### config.mk
export PLATFORM = sky130hd
export DESIGN_NAME = pipe_stage_reg
export DESIGN_NICKNAME = d
export VERILOG_FILES = /design/src/rtl/pipe_pkg.sv /design/src/rtl/pipe_stage_reg_sat_counter.sv /design/src/rtl/pipe_stage_reg.sv
export SDC_FILE = /design/constraint.sdc
export NUM_CORES = 1
export LEC_CHECK = 0
export CAP_MARGIN = 30
export CORE_MARGIN = 5
export CORE_UTILIZATION = 46
export DETAILED_ROUTE_END_ITERATION = 16
export GPL_ROUTABILITY_DRIVEN = 0
export GPL_TIMING_DRIVEN = 0
export HOLD_SLACK_MARGIN = 0.15
export PLACE_DENSITY = 0.8
export REMOVE_ABC_BUFFERS = 1
export SETUP_SLACK_MARGIN = 0.2
export SLEW_MARGIN = 20
export SYNTH_ARGS = -nofsm -noshare
export SYNTH_HDL_FRONTEND = slang
export SYNTH_HIERARCHICAL = 1
export SYNTH_SLANG_ARGS = --single-unit
export TNS_END_PERCENT = 100
### constraint.sdc
create_clock -name clk -period 2.8 [get_ports clk]
set_input_delay 0.42 -clock clk [delete_from_list [all_inputs] [get_ports clk]]
set_output_delay 0.42 -clock clk [all_outputs]
set_load 0.01 [all_outputs]
### src/rtl/pipe_pkg.sv
// Shared types and constants for the RV32I elastic pipeline registers.
// - occ_t       : occupancy of a pipe_stage_reg instance (EMPTY / ONE / FULL).
// - NOP_INSTR   : addi x0,x0,0, used as the bubble payload for instruction bundles.
// - fd_t..mw_t  : packed stage bundles; instances use DATA_WIDTH = $bits(<bundle>).
package pipe_pkg;

    typedef enum logic [1:0] {
        EMPTY = 2'd0,
        ONE   = 2'd1,
        FULL  = 2'd2
    } occ_t;

    localparam logic [31:0] NOP_INSTR = 32'h0000_0013;

    typedef struct packed {
        logic [31:0] pc;
        logic [31:0] instr;
    } fd_t;

    typedef struct packed {
        logic [31:0] pc;
        logic [31:0] rs1_val;
        logic [31:0] rs2_val;
        logic [31:0] imm;
        logic [4:0]  rd;
        logic [3:0]  alu_op;
        logic        reg_we;
        logic        mem_re;
        logic        mem_we;
    } de_t;

    typedef struct packed {
        logic [31:0] alu_res;
        logic [31:0] store_val;
        logic [4:0]  rd;
        logic        reg_we;
        logic        mem_re;
        logic        mem_we;
    } em_t;

    typedef struct packed {
        logic [31:0] wb_val;
        logic [4:0]  rd;
        logic        reg_we;
    } mw_t;

endpackage

### src/rtl/pipe_stage_reg_sat_counter.sv
// Saturating event counter, shared by the pipeline performance monitors.
// Ports:
//   clk   : clock, rising edge
//   rst   : asynchronous active-high reset, clears the count
//   inc   : count one event this cycle
//   count : current count, sticks at all-ones
module sat_counter #(
    parameter int CNT_WIDTH = 32
) (
    input  logic                 clk,
    input  logic                 rst,
    input  logic                 inc,
    output logic [CNT_WIDTH-1:0] count
);

    localparam logic [CNT_WIDTH-1:0] CNT_MAX = {CNT_WIDTH{1'b1}};
    localparam logic [CNT_WIDTH-1:0] CNT_ONE = {{(CNT_WIDTH-1){1'b0}}, 1'b1};

    logic [CNT_WIDTH-1:0] count_q;

    // Count register: increments on inc until it reaches all-ones, then holds.
    always_ff @(posedge clk or posedge rst) begin
        if (rst) begin
            count_q <= {CNT_WIDTH{1'b0}};
        end else if (inc && (count_q != CNT_MAX)) begin
            count_q <= count_q + CNT_ONE;
        end else begin
            count_q <= count_q;
        end
    end

    assign count = count_q;

endmodule

### src/rtl/pipe_stage_reg.sv
// Elastic pipeline register placed between two RV32I stages.
// Ports:
//   clk, rst              : clock and asynchronous active-high reset
//   flush                 : synchronous kill of every held entry (redirect)
//   in_valid/in_ready     : upstream handshake, in_data is the offered bundle
//   out_valid/out_ready   : downstream handshake, out_data is the held bundle
//   stall_count           : saturating count of cycles with out_valid & ~out_ready
// SKID=1 gives a 2-entry buffer with registered in_ready (no out_ready->in_ready path);
// SKID=0 gives a single register whose in_ready is combinational.
module pipe_stage_reg
    import pipe_pkg::*;
#(
    parameter int                    DATA_WIDTH   = 32,
    parameter int                    SKID         = 1,
    parameter logic [DATA_WIDTH-1:0] BUBBLE_VALUE = '0,
    parameter int                    CNT_WIDTH    = 32
) (
    input  logic                  clk,
    input  logic                  rst,
    input  logic                  flush,
    input  logic                  in_valid,
    output logic                  in_ready,
    input  logic [DATA_WIDTH-1:0] in_data,
    output logic                  out_valid,
    input  logic                  out_ready,
    output logic [DATA_WIDTH-1:0] out_data,
    output logic [CNT_WIDTH-1:0]  stall_count
);

    occ_t                  state_q, state_d;
    logic [DATA_WIDTH-1:0] main_q, main_d;
    logic                  out_valid_q;
    logic                  acc_in_s;
    logic                  acc_out_s;
    logic                  stall_s;

    assign acc_in_s  = in_valid & in_ready;
    assign acc_out_s = out_valid_q & out_ready;
    assign stall_s   = out_valid_q & ~out_ready;

    assign out_valid = out_valid_q;
    assign out_data  = main_q;

    // Main entry, occupancy state and the registered copy of out_valid.
    always_ff @(posedge clk or posedge rst) begin
        if (rst) begin
            state_q     <= EMPTY;
            main_q      <= BUBBLE_VALUE;
            out_valid_q <= 1'b0;
        end else begin
            state_q     <= state_d;
            main_q      <= main_d;
            out_valid_q <= (state_d != EMPTY);
        end
    end

    generate
        if (SKID != 0) begin : g_skid
            logic [DATA_WIDTH-1:0] skid_q, skid_d;
            logic                  in_ready_q;

            // Two-entry occupancy transitions; flush overrides everything.
            always_comb begin
                state_d = state_q;
                main_d  = main_q;
                skid_d  = skid_q;
                if (flush) begin
                    state_d = EMPTY;
                    main_d  = BUBBLE_VALUE;
                    skid_d  = BUBBLE_VALUE;
                end else begin
                    case (state_q)
                        EMPTY: begin
                            if (acc_in_s) begin
                                main_d  = in_data;
                                state_d = ONE;
                            end else begin
                                state_d = EMPTY;
                            end
                        end
                        ONE: begin
                            if (acc_in_s && acc_out_s) begin
                                main_d  = in_data;
                                state_d = ONE;
                            end else if (acc_in_s) begin
                                skid_d  = in_data;
                                state_d = FULL;
                            end else if (acc_out_s) begin
                                main_d  = BUBBLE_VALUE;
                                state_d = EMPTY;
                            end else begin
                                state_d = ONE;
                            end
                        end
                        FULL: begin
                            // in_ready is low here, so only the drain can happen.
                            if (acc_out_s) begin
                                main_d  = skid_q;
                                skid_d  = BUBBLE_VALUE;
                                state_d = ONE;
                            end else begin
                                state_d = FULL;
                            end
                        end
                        default: begin
                            state_d = EMPTY;
                            main_d  = BUBBLE_VALUE;
                            skid_d  = BUBBLE_VALUE;
                        end
                    endcase
                end
            end

            // Skid entry plus in_ready computed one cycle ahead from the next state.
            always_ff @(posedge clk or posedge rst) begin
                if (rst) begin
                    skid_q     <= BUBBLE_VALUE;
                    in_ready_q <= 1'b1;
                end else begin
                    skid_q     <= skid_d;
                    in_ready_q <= (state_d != FULL);
                end
            end

            assign in_ready = in_ready_q;
        end else begin : g_noskid
            // Single-entry transitions; accepting while draining keeps full throughput.
            always_comb begin
                state_d = state_q;
                main_d  = main_q;
                if (flush) begin
                    state_d = EMPTY;
                    main_d  = BUBBLE_VALUE;
                end else if (acc_in_s) begin
                    state_d = ONE;
                    main_d  = in_data;
                end else if (acc_out_s) begin
                    state_d = EMPTY;
                    main_d  = BUBBLE_VALUE;
                end else begin
                    state_d = state_q;
                end
            end

            assign in_ready = ~out_valid_q | out_ready;
        end
    endgenerate

    sat_counter #(
        .CNT_WIDTH(CNT_WIDTH)
    ) u_stall_cnt (
        .clk  (clk),
        .rst  (rst),
        .inc  (stall_s),
        .count(stall_count)
    );

endmodule

== After elaboration in Yosys (flattened, before gate mapping) ==
Index checks and enable logic that the tools add are counted.

* Register bits after elaboration: 100
* Input bits: 37
* Output and inout bits: 66

* $add $sub $neg: 1
* Equality and inequality tests: 11
* Reductions and logical operators: 6
* Bitwise logic cells: 4
* Mux-type cells: 17

{| class="wikitable"
|+ Operators with widths
! cell !! number
|-
| 32-bit two-way mux || 8
|-
| 32-bit case mux with 3 select lines || 2
|-
| 32-bit by 1-bit adder with 32-bit output, second input constant || 1
|-
| 32-bit inequality test, second input constant || 1
|-
| 3-bit inequality test, second input constant || 4
|-
| 2-bit two-way mux || 4
|-
| 4-bit inequality test, second input constant || 2
|-
| 4-bit AND reduction || 2
|-
| 2-bit case mux with 3 select lines || 1
|-
| 2-bit inequality test, second input constant || 2
|-
| 1-bit AND || 3
|-
| 2-bit by 1-bit equality test with 1-bit output, second input constant || 1
|-
| 2-bit equality test, second input constant || 1
|-
| 1-bit logical AND || 2
|-
| 2-bit logical NOT || 1
|-
| 1-bit two-way mux || 2
|-
| 2-bit nonzero test || 1
|-
| 1-bit NOT || 1
|}

== Logic depth before layout (Yosys ltp) ==
Gate-level depths: netlist of the first run.

* Depth in word-level cells: 7
* Gate-level depth with buffers: 8
* Mapped depth without buffers: 7

== By module ==
Netlist of the first run, hierarchy kept.

{| class="wikitable"
|+ By module, submodules not included
! module !! cells an instance !! sequential area each (um^2) !! instances !! area an instance (um^2)
|-
| pipe_stage_reg || 283 || 1702.9 || 1 || 3200.6
|-
| sat_counter || 139 || 800.8 || 1 || 1561.5
|}

== Worst setup path after synthesis of the first run ==
OpenSTA, ideal clock, no wires.

* Path type: flip-flop to flip-flop
* Start point: register out_valid_q (netlist: out_valid)
* End point: register u_stall_cnt.count_q[31] (netlist: u_stall_cnt/count[31])
* Clock period less this slack: 2.082 ns
* Arrival time: 1.956 ns
* Buffers on the path: 1
* Cell stages (with the launch flop): 8
* Setup slack: 0.718 ns
* Cell sequence: dfrtp_1 nor2b_1 clkbuf_2 nand3_1 or4_4 a311oi_4 nand4_1 xnor2_1

* Cells in the longest elaborated chain, start to end: 2

{| class="wikitable"
|+ RTL lines
! what !! RTL line !! text
|-
| start, declared || pipe_stage_reg.sv:32 || <nowiki>logic out_valid_q;</nowiki>
|-
| start signal, assigned || pipe_stage_reg.sv:53 || <nowiki>out_valid_q <= (state_d != EMPTY);</nowiki>
|-
| 1-bit AND || pipe_stage_reg.sv:39 || <nowiki>assign stall_s = out_valid_q & ~out_ready;</nowiki>
|-
| via stall_s || pipe_stage_reg.sv:35 || <nowiki>logic stall_s;</nowiki>
|-
| 1-bit logical AND || pipe_stage_reg_sat_counter.sv:25 || <nowiki>end else if (inc && (count_q != CNT_MAX)) begin</nowiki>
|-
| end signal, assigned || pipe_stage_reg_sat_counter.sv:24 || <nowiki>count_q <= {CNT_WIDTH{1'b0}};</nowiki>
|-
| end signal, assigned || pipe_stage_reg_sat_counter.sv:26 || <nowiki>count_q <= count_q + CNT_ONE;</nowiki>
|-
| end signal, assigned || pipe_stage_reg_sat_counter.sv:28 || <nowiki>count_q <= count_q;</nowiki>
|-
| end, declared || pipe_stage_reg_sat_counter.sv:19 || <nowiki>logic [CNT_WIDTH-1:0] count_q;</nowiki>
|}

The timed path passes the listed nets, and every way through them passes these cells.
A chain may end at the register's enable or synchronous reset.

== Final worst setup path of the first run ==
* Start point: input port out_ready
* End point: register g_skid.skid_q[15]

* Cells in the longest elaborated chain, start to end: 4
* Elaborated cells on any way between the ends: 5
* Classes of those cells: eq/ne (2); bitwise (1); reduce/logical (2)

{| class="wikitable"
|+ RTL lines
! what !! RTL line !! text
|-
| start, declared || pipe_stage_reg.sv:25 || <nowiki>input logic out_ready,</nowiki>
|-
| 1-bit AND (*) || pipe_stage_reg.sv:38 || <nowiki>assign acc_out_s = out_valid_q & out_ready;</nowiki>
|-
| 1-bit logical AND || pipe_stage_reg.sv:82 || <nowiki>if (acc_in_s && acc_out_s) begin</nowiki>
|-
| 3-bit inequality test (no line) || - ||
|-
| 4-bit AND reduction (no line) (*) || - ||
|-
| end signal, assigned || pipe_stage_reg.sv:120 || <nowiki>skid_q <= skid_d;</nowiki>
|-
| end, declared || pipe_stage_reg.sv:59 || <nowiki>logic [DATA_WIDTH-1:0] skid_q, skid_d;</nowiki>
|}

Every way passes the cells marked *; elsewhere a longest branch is shown, timed or not.

==> flow_summary_export.csv, run 1 <==
group,metric,value,unit
sta,setup_slack,0.273,ns
pwr,power,3.34,mW
die,core,10200,sq um
synth,synth_compound_area_frac,0.154,
detailed_routing,via_count,3695,
pwr,ir_drop,0.000257,V
place,dpl_cell_area,5910,sq um
synth,synth-seq-area-share,0.526,
critical_path,cp_max_fo,16,
critical_path,critPathLaunchType,"input pin",
clock_tree,cts-root-buf,"clkbuf_8",
die,initial_core_util,0.465,
layout,drive_gt1_frac,0.0925,
critical_path,critical_path_required,3.08,ns
sta,whs,0.496,ns
synth,yosys_warnings,6,
layout,diodes,0,
grt,antenna_found_initial,0,
clock_tree,cts_tree,"done",
die,pin_count,103,
critical_path,crit_type,"input pin to flip-flop",
place,port-buffer-count,102,
detailed_routing,wl_per_cell,17.7,um
sta,fin_worst_skew,0.00918,ns
synth,syn_avg_cell_area,11.3,sq um
die,die_area,12500,sq um
layout,layout_common_cells,"clkdlybuf4s50_1 (102), dfrtp_1 (99), nand2_1 (41)",
grt,grt_start_max_net_pins,37,
sta,drv_slew,0,
sta,slew-limit-headroom,0.386,
clock_tree,htree_levels,3,
critical_path,cp-end-kind,"flip-flop",
sta,fmax,396,MHz
synth,syn-cell-area,4760,sq um
grt,grt.total_usage,0.187,
die,dieHeight,112,um
place,place_hpwl,7990,um
sta,period_share,0.903,
grt,first_global_vias,3895,
die,rows,37,
detailed_routing,initialDrtViolationCount,200,
synth,synthArstFlopShare,1.00,
status,status,"complete, no violations",
layout,final_common_cell,"clkdlybuf4s50_1",
synth,synth_top_family_by_area,"compound AO/OA/AOI/OAI gates",
clock_tree,path_clk_slew,0.10,ns
pwr,leakage,2.64,nW
clock_tree,cts_buffers,9,
place,pre_cts_ws,-0.144,ns
clock_tree,cts_sinks,100,
worst_hold_path,min_path_type,"flip-flop to flip-flop",
synth,synthMuxAreaShare,0.0717,
synth,post_synth_and_or_nand_nor_area_fraction,0.123,
detailed_routing,firstDrtPassIters,4,
pwr,p_per_area,538,nW/um^2
grt,grt_pass1_wl,19200,um
sta,grt_setup_unrepaired,"true",
synth,ys.flop_type,"dfrtp_1",
synth,yosysUniqueCellTypes,51,
sta,hold_viol_final,0,
layout,fin_nets,564,
run,drv_cap,0,
sta,period_minus_slack,2.53,ns
sta,worst_pin_slew,0.917,ns
grt,overflow,0,
detailed_routing,routed_wirelength,11800,um
layout,area_growth,30.2,%
clock_tree,insertion_delay,0.36,ns
critical_path,worstPathArrival,2.81,ns
detailed_routing,drc,0,
clock_tree,clock_path_buffers,2,
detailed_routing,viasPerCell,5.55,
synth,ys_ff_latch,100,
synth,synth_edf_count,0,
die,die_x,112,um
sta,setup_violations,0,
detailed_routing,final_antenna_net_count,0,
synth,synth_adder_area_share,0.00525,
layout,final_area,6200,sq um
synth,synthXorXnorAreaFrac,0.0515,
synth,syn_inst,422,
[cell usage after synthesis, drive strengths merged (3+ instances only)]
library cell | n | area share
a21oi | 5 | 0.0076
a22oi | 32 | 0.050
and3 | 10 | 0.013
buf | 14 | 0.030
clkbuf | 9 | 0.0074
dfrtp | 99 | 0.52
inv | 40 | 0.032
mux2i | 33 | 0.069
nand2 | 43 | 0.035
nand3 | 23 | 0.024
nand4 | 11 | 0.016
nor2 | 9 | 0.0071
o21ai | 3 | 0.0032
o2bb2ai | 32 | 0.059
xnor2 | 26 | 0.048
[area by class of cell]
cell class / instances / area, sq um
Sequential cell: 100 / 2500
Multi-Input combinational cell: 260 / 1960
Clock inverter: 6 / 72.6
Fill cell: 832 / 4030
Inverter: 40 / 153
Clock buffer: 10 / 128
Tap cell: 136 / 170
Timing Repair Buffer: 114 / 1210
[through the flow]
| stage | setup TNS (ns) | std cells | utilization |
|---|---|---|---|
| floorplan | 0 | 399 | - |
| global placement | -89.46 | 637 | 0.565 |
| detailed placement | -2.98 | 642 | 0.578 |
| CTS | 0 | 658 | 0.598 |
| global route | 0 | 666 | 0.606 |
| finish | 0 | 666 | 0.606 |
[what timing repair did]
item	4_1_cts	5_1_grt
resized for setup	0	1
hold buffers	0	0
setup buffers	0	6
endpoints found under the setup margin	0	43
hold endpoints to repair	0	0
[critical path, stage by stage]
cell and delay [ns]:
clkdlybuf4s50_1 0.53, and2_1 0.24, ha_1 0.27, inv_1 0.11, a21o_1 0.19, a21oi_4 0.42, buf_8 0.23, buf_16 0.18
mux2i_1 0.20
[flip-flops by register name, indices dropped and copies added, names as in the netlist]
name	count
state_q	2
in_ready	1
u_stall_cnt/count	32
out_data	32
g_skid.skid_q	32
out_valid	1
[power breakdown]
group	switching [mW]	internal, mW
Clock	0.519	0.423
Sequential	0.118	1.56
Combinational	0.356	0.365
[metal layers]
metal | wire, um | part of all wire | GRT usage
met4 | 137 | 0.012 | 0.0584
met2 | 5550 | 0.47 | 0.310
met3 | 822 | 0.070 | 0.0467
met1 | 5290 | 0.45 | 0.240
met5 | 0 | 0 | 0
[final timing paths]
kind	endpoint	slack [ns]	depth (start not counted)	from
min in group asynchronous	g_skid.skid_q[17]	0.52	2	rst
hold reg to reg	out_data[18]	0.50	1	out_data[18]
max in group asynchronous	out_data[15]	1.75	3	rst
setup reg to reg	g_skid.skid_q[15]	0.35	9	in_ready
setup / recovery	g_skid.skid_q[15]	0.27	9	out_ready
hold / removal	out_data[18]	0.50	1	out_data[18]
[cells by family after synthesis]
| kind of cell | count (synthesis) |
|---|---|
| simple gates | 111 |
| flops | 100 |
| compound gates | 84 |
| buf+inv | 63 |
| mux | 34 |
| xor+xnor | 28 |
| fa+ha+maj | 2 |
Note: power is estimated with default switching activity, not from simulation.
==> run 2, diff against run 1 <==
- CORE_MARGIN: 5 -> not set
- CTS_CLUSTER_DIAMETER: not set -> 200
- SKIP_LAST_GASP: not set -> 1
==> run 2 against run 1 <==
Effect of this change:
- sequential share of layout area grew 0.16 points
- register-to-register slack better by 0.06 ns
- clock skew shrank 0.0010 ns
- sequential cell count unchanged
- non-clock buffer count down 4
- sequential power about the same
- maximum frequency rose by 2.2%
- first-iteration DRC count fell by 23%
- routed wire length down 4.1%
- largest power group unchanged
==> flow_summary_export.csv, run 2 (synthesis gave the netlist of run 1 again) <==
group,metric,value,unit
sta,period_share,0.883,
die,rows,36,
pwr,power,3.42,mW
sta,drv_slew,0,
critical_path,crit_type,"input pin to flip-flop",
detailed_routing,met2WireLength,5520,um
detailed_routing,top_layer,"met4",
detailed_routing,wl_per_cell,17.2,um
detailed_routing,final_antenna_net_count,0,
sta,setup_violations,0,
die,dieHeight,104,um
sta,worst_pin_slew,1.15,ns
detailed_routing,wl_met1,4920,um
grt,grt_start_max_net_pins,44,
layout,drive_gt1_frac,0.0817,
clock_tree,htree_levels,3,
die,die_area,10800,sq um
grt,antenna_found_initial,0,
detailed_routing,wl_met3,748,um
sta,hold_viol_final,0,
layout,fin_nets,560,
layout,diodes,0,
pwr,leakage,2.64,nW
clock_tree,cts-root-buf,"clkbuf_8",
critical_path,rrSetupSlack,0.41,ns
critical_path,cp-end-kind,"flip-flop",
clock_tree,cts_sinks,100,
layout,final_cells,659,
clock_tree,cts_tree,"done",
critical_path,r2r_end,"out_data[30]",
layout,final_common_cell,"clkdlybuf4s50_1",
layout,layout_common_cells,"clkdlybuf4s50_1 (102), dfrtp_1 (99), nand2_1 (41)",
critical_path,worstPathArrival,2.68,ns
critical_path,r2r_start,"out_valid",
place,place_hpwl,7530,um
detailed_routing,firstDrtPassIters,4,
sta,grt_setup_unrepaired,"true",
layout,area_growth,29.7,%
die,core,9910,sq um
place,dpl_cell_area,5920,sq um
pwr,ir_drop,0.000282,V
layout,final_area,6170,sq um
clock_tree,path_clk_slew,0.10,ns
clock_tree,clock_path_buffers,2,
sta,period_minus_slack,2.47,ns
grt,first_global_vias,3792,
pwr,p_per_area,554,nW/um^2
grt,grt.total_usage,0.215,
place,port-buffer-count,102,
detailed_routing,viasPerCell,5.61,
worst_hold_path,min_path_type,"input pin to async pin",
die,pin_count,103,
die,initial_core_util,0.481,
sta,fin_worst_skew,0.00815,ns
clock_tree,insertion_delay,0.36,ns
critical_path,rr_worst_depth,6,
place,dp.cells,639,
detailed_routing,routed_wirelength,11300,um
critical_path,critPathLaunchType,"input pin",
sta,slew-limit-headroom,0.236,
detailed_routing,initialDrtViolationCount,154,
grt,grt_pass1_wl,18500,um
sta,fmax,404,MHz
grt,overflow,0,
die,die_x,104,um
critical_path,cp_max_fo,32,
sta,fin_tns_setup,0,ns
run,drv_cap,0,
clock_tree,cts_buffers,9,
critical_path,critical_path_required,3.00,ns
status,status,"complete, no violations",
detailed_routing,drc,0,
detailed_routing,via_count,3699,
==> run 2: cell types whose count changed in the layout (fill, tap and decap cells not counted) <==
cell and change:
inv_8 -1, bufinv_16 +1, clkinvlp_4 -3, buf_4 -3, clkbuf_1 +2, buf_8 -1
clkbuf_8 +1
==> run 2: metrics by stage <==
| step | utilization | setup WS (ns) | hold WS [ns] |
|---|---|---|---|
| 2_1_floorplan | - | 0.227 | 0.498 |
| 3_3_place_gp | 0.582 | -1.35 | 0.471 |
| 3_5_place_dp | 0.598 | -0.141 | 0.473 |
| 4_1_cts | 0.620 | 0.247 | 0.465 |
| 5_1_grt | 0.623 | 0.195 | 0.477 |
| 6_report | 0.623 | 0.327 | 0.476 |
==> run 2: cell type report <==
type,instances,area [sq um]
clock buffer,13,149
clock inverter,3,68.8
fill,775,3730
inverter,40,153
multi-input combinational,260,1960
sequential,100,2500
tap,133,166
timing repair buffer,110,1170
==> run 2: how the worst max path moves through the flow <==
stage | start | endpoint | depth (start not counted) | slack, ns
after floorplan | in_ready | out_data[0] | 7 | 0.23
after global placement | out_ready | out_data[7] | 7 | -1.35
after detailed placement | out_ready | u_stall_cnt/count[23] | 7 | -0.14
after CTS | out_ready | u_stall_cnt/count[29] | 7 | 0.25
after global routing | out_ready | out_data[30] | 7 | 0.20
final | out_ready | out_data[30] | 7 | 0.33
==> run 2: timing repair <==
item / in CTS / in global routing
hold buffers: 0 / 0
gates resized for setup: 0 / 1
setup buffers: 0 / 3
endpoints found under the setup margin: 0 / 42
==> run 2: worst max-delay path, stage by stage <==
cell and delay, ns:
clkdlybuf4s50_1 0.46, and2_1 0.22, ha_1 0.27, nand2_1 0.09, o21ai_0 0.14, a32oi_4 0.92, o2bb2ai_1 0.16
==> run 2: power by group <==
group	leakage, nW	internal [mW]	switching (mW)
Sequential	1.36	1.56	0.119
Combinational	1.16	0.360	0.351
Clock	0.108	0.534	0.499
Total	2.64	2.45	0.969
==> run 2: routing by layer <==
layer | vias to the layer above | GRT usage
li1 | 1691 | -
met1 | 1850 | 0.269
met2 | 144 | 0.359
met3 | 14 | 0.0598
met4 | 0 | 0.0724
met5 | - | 0
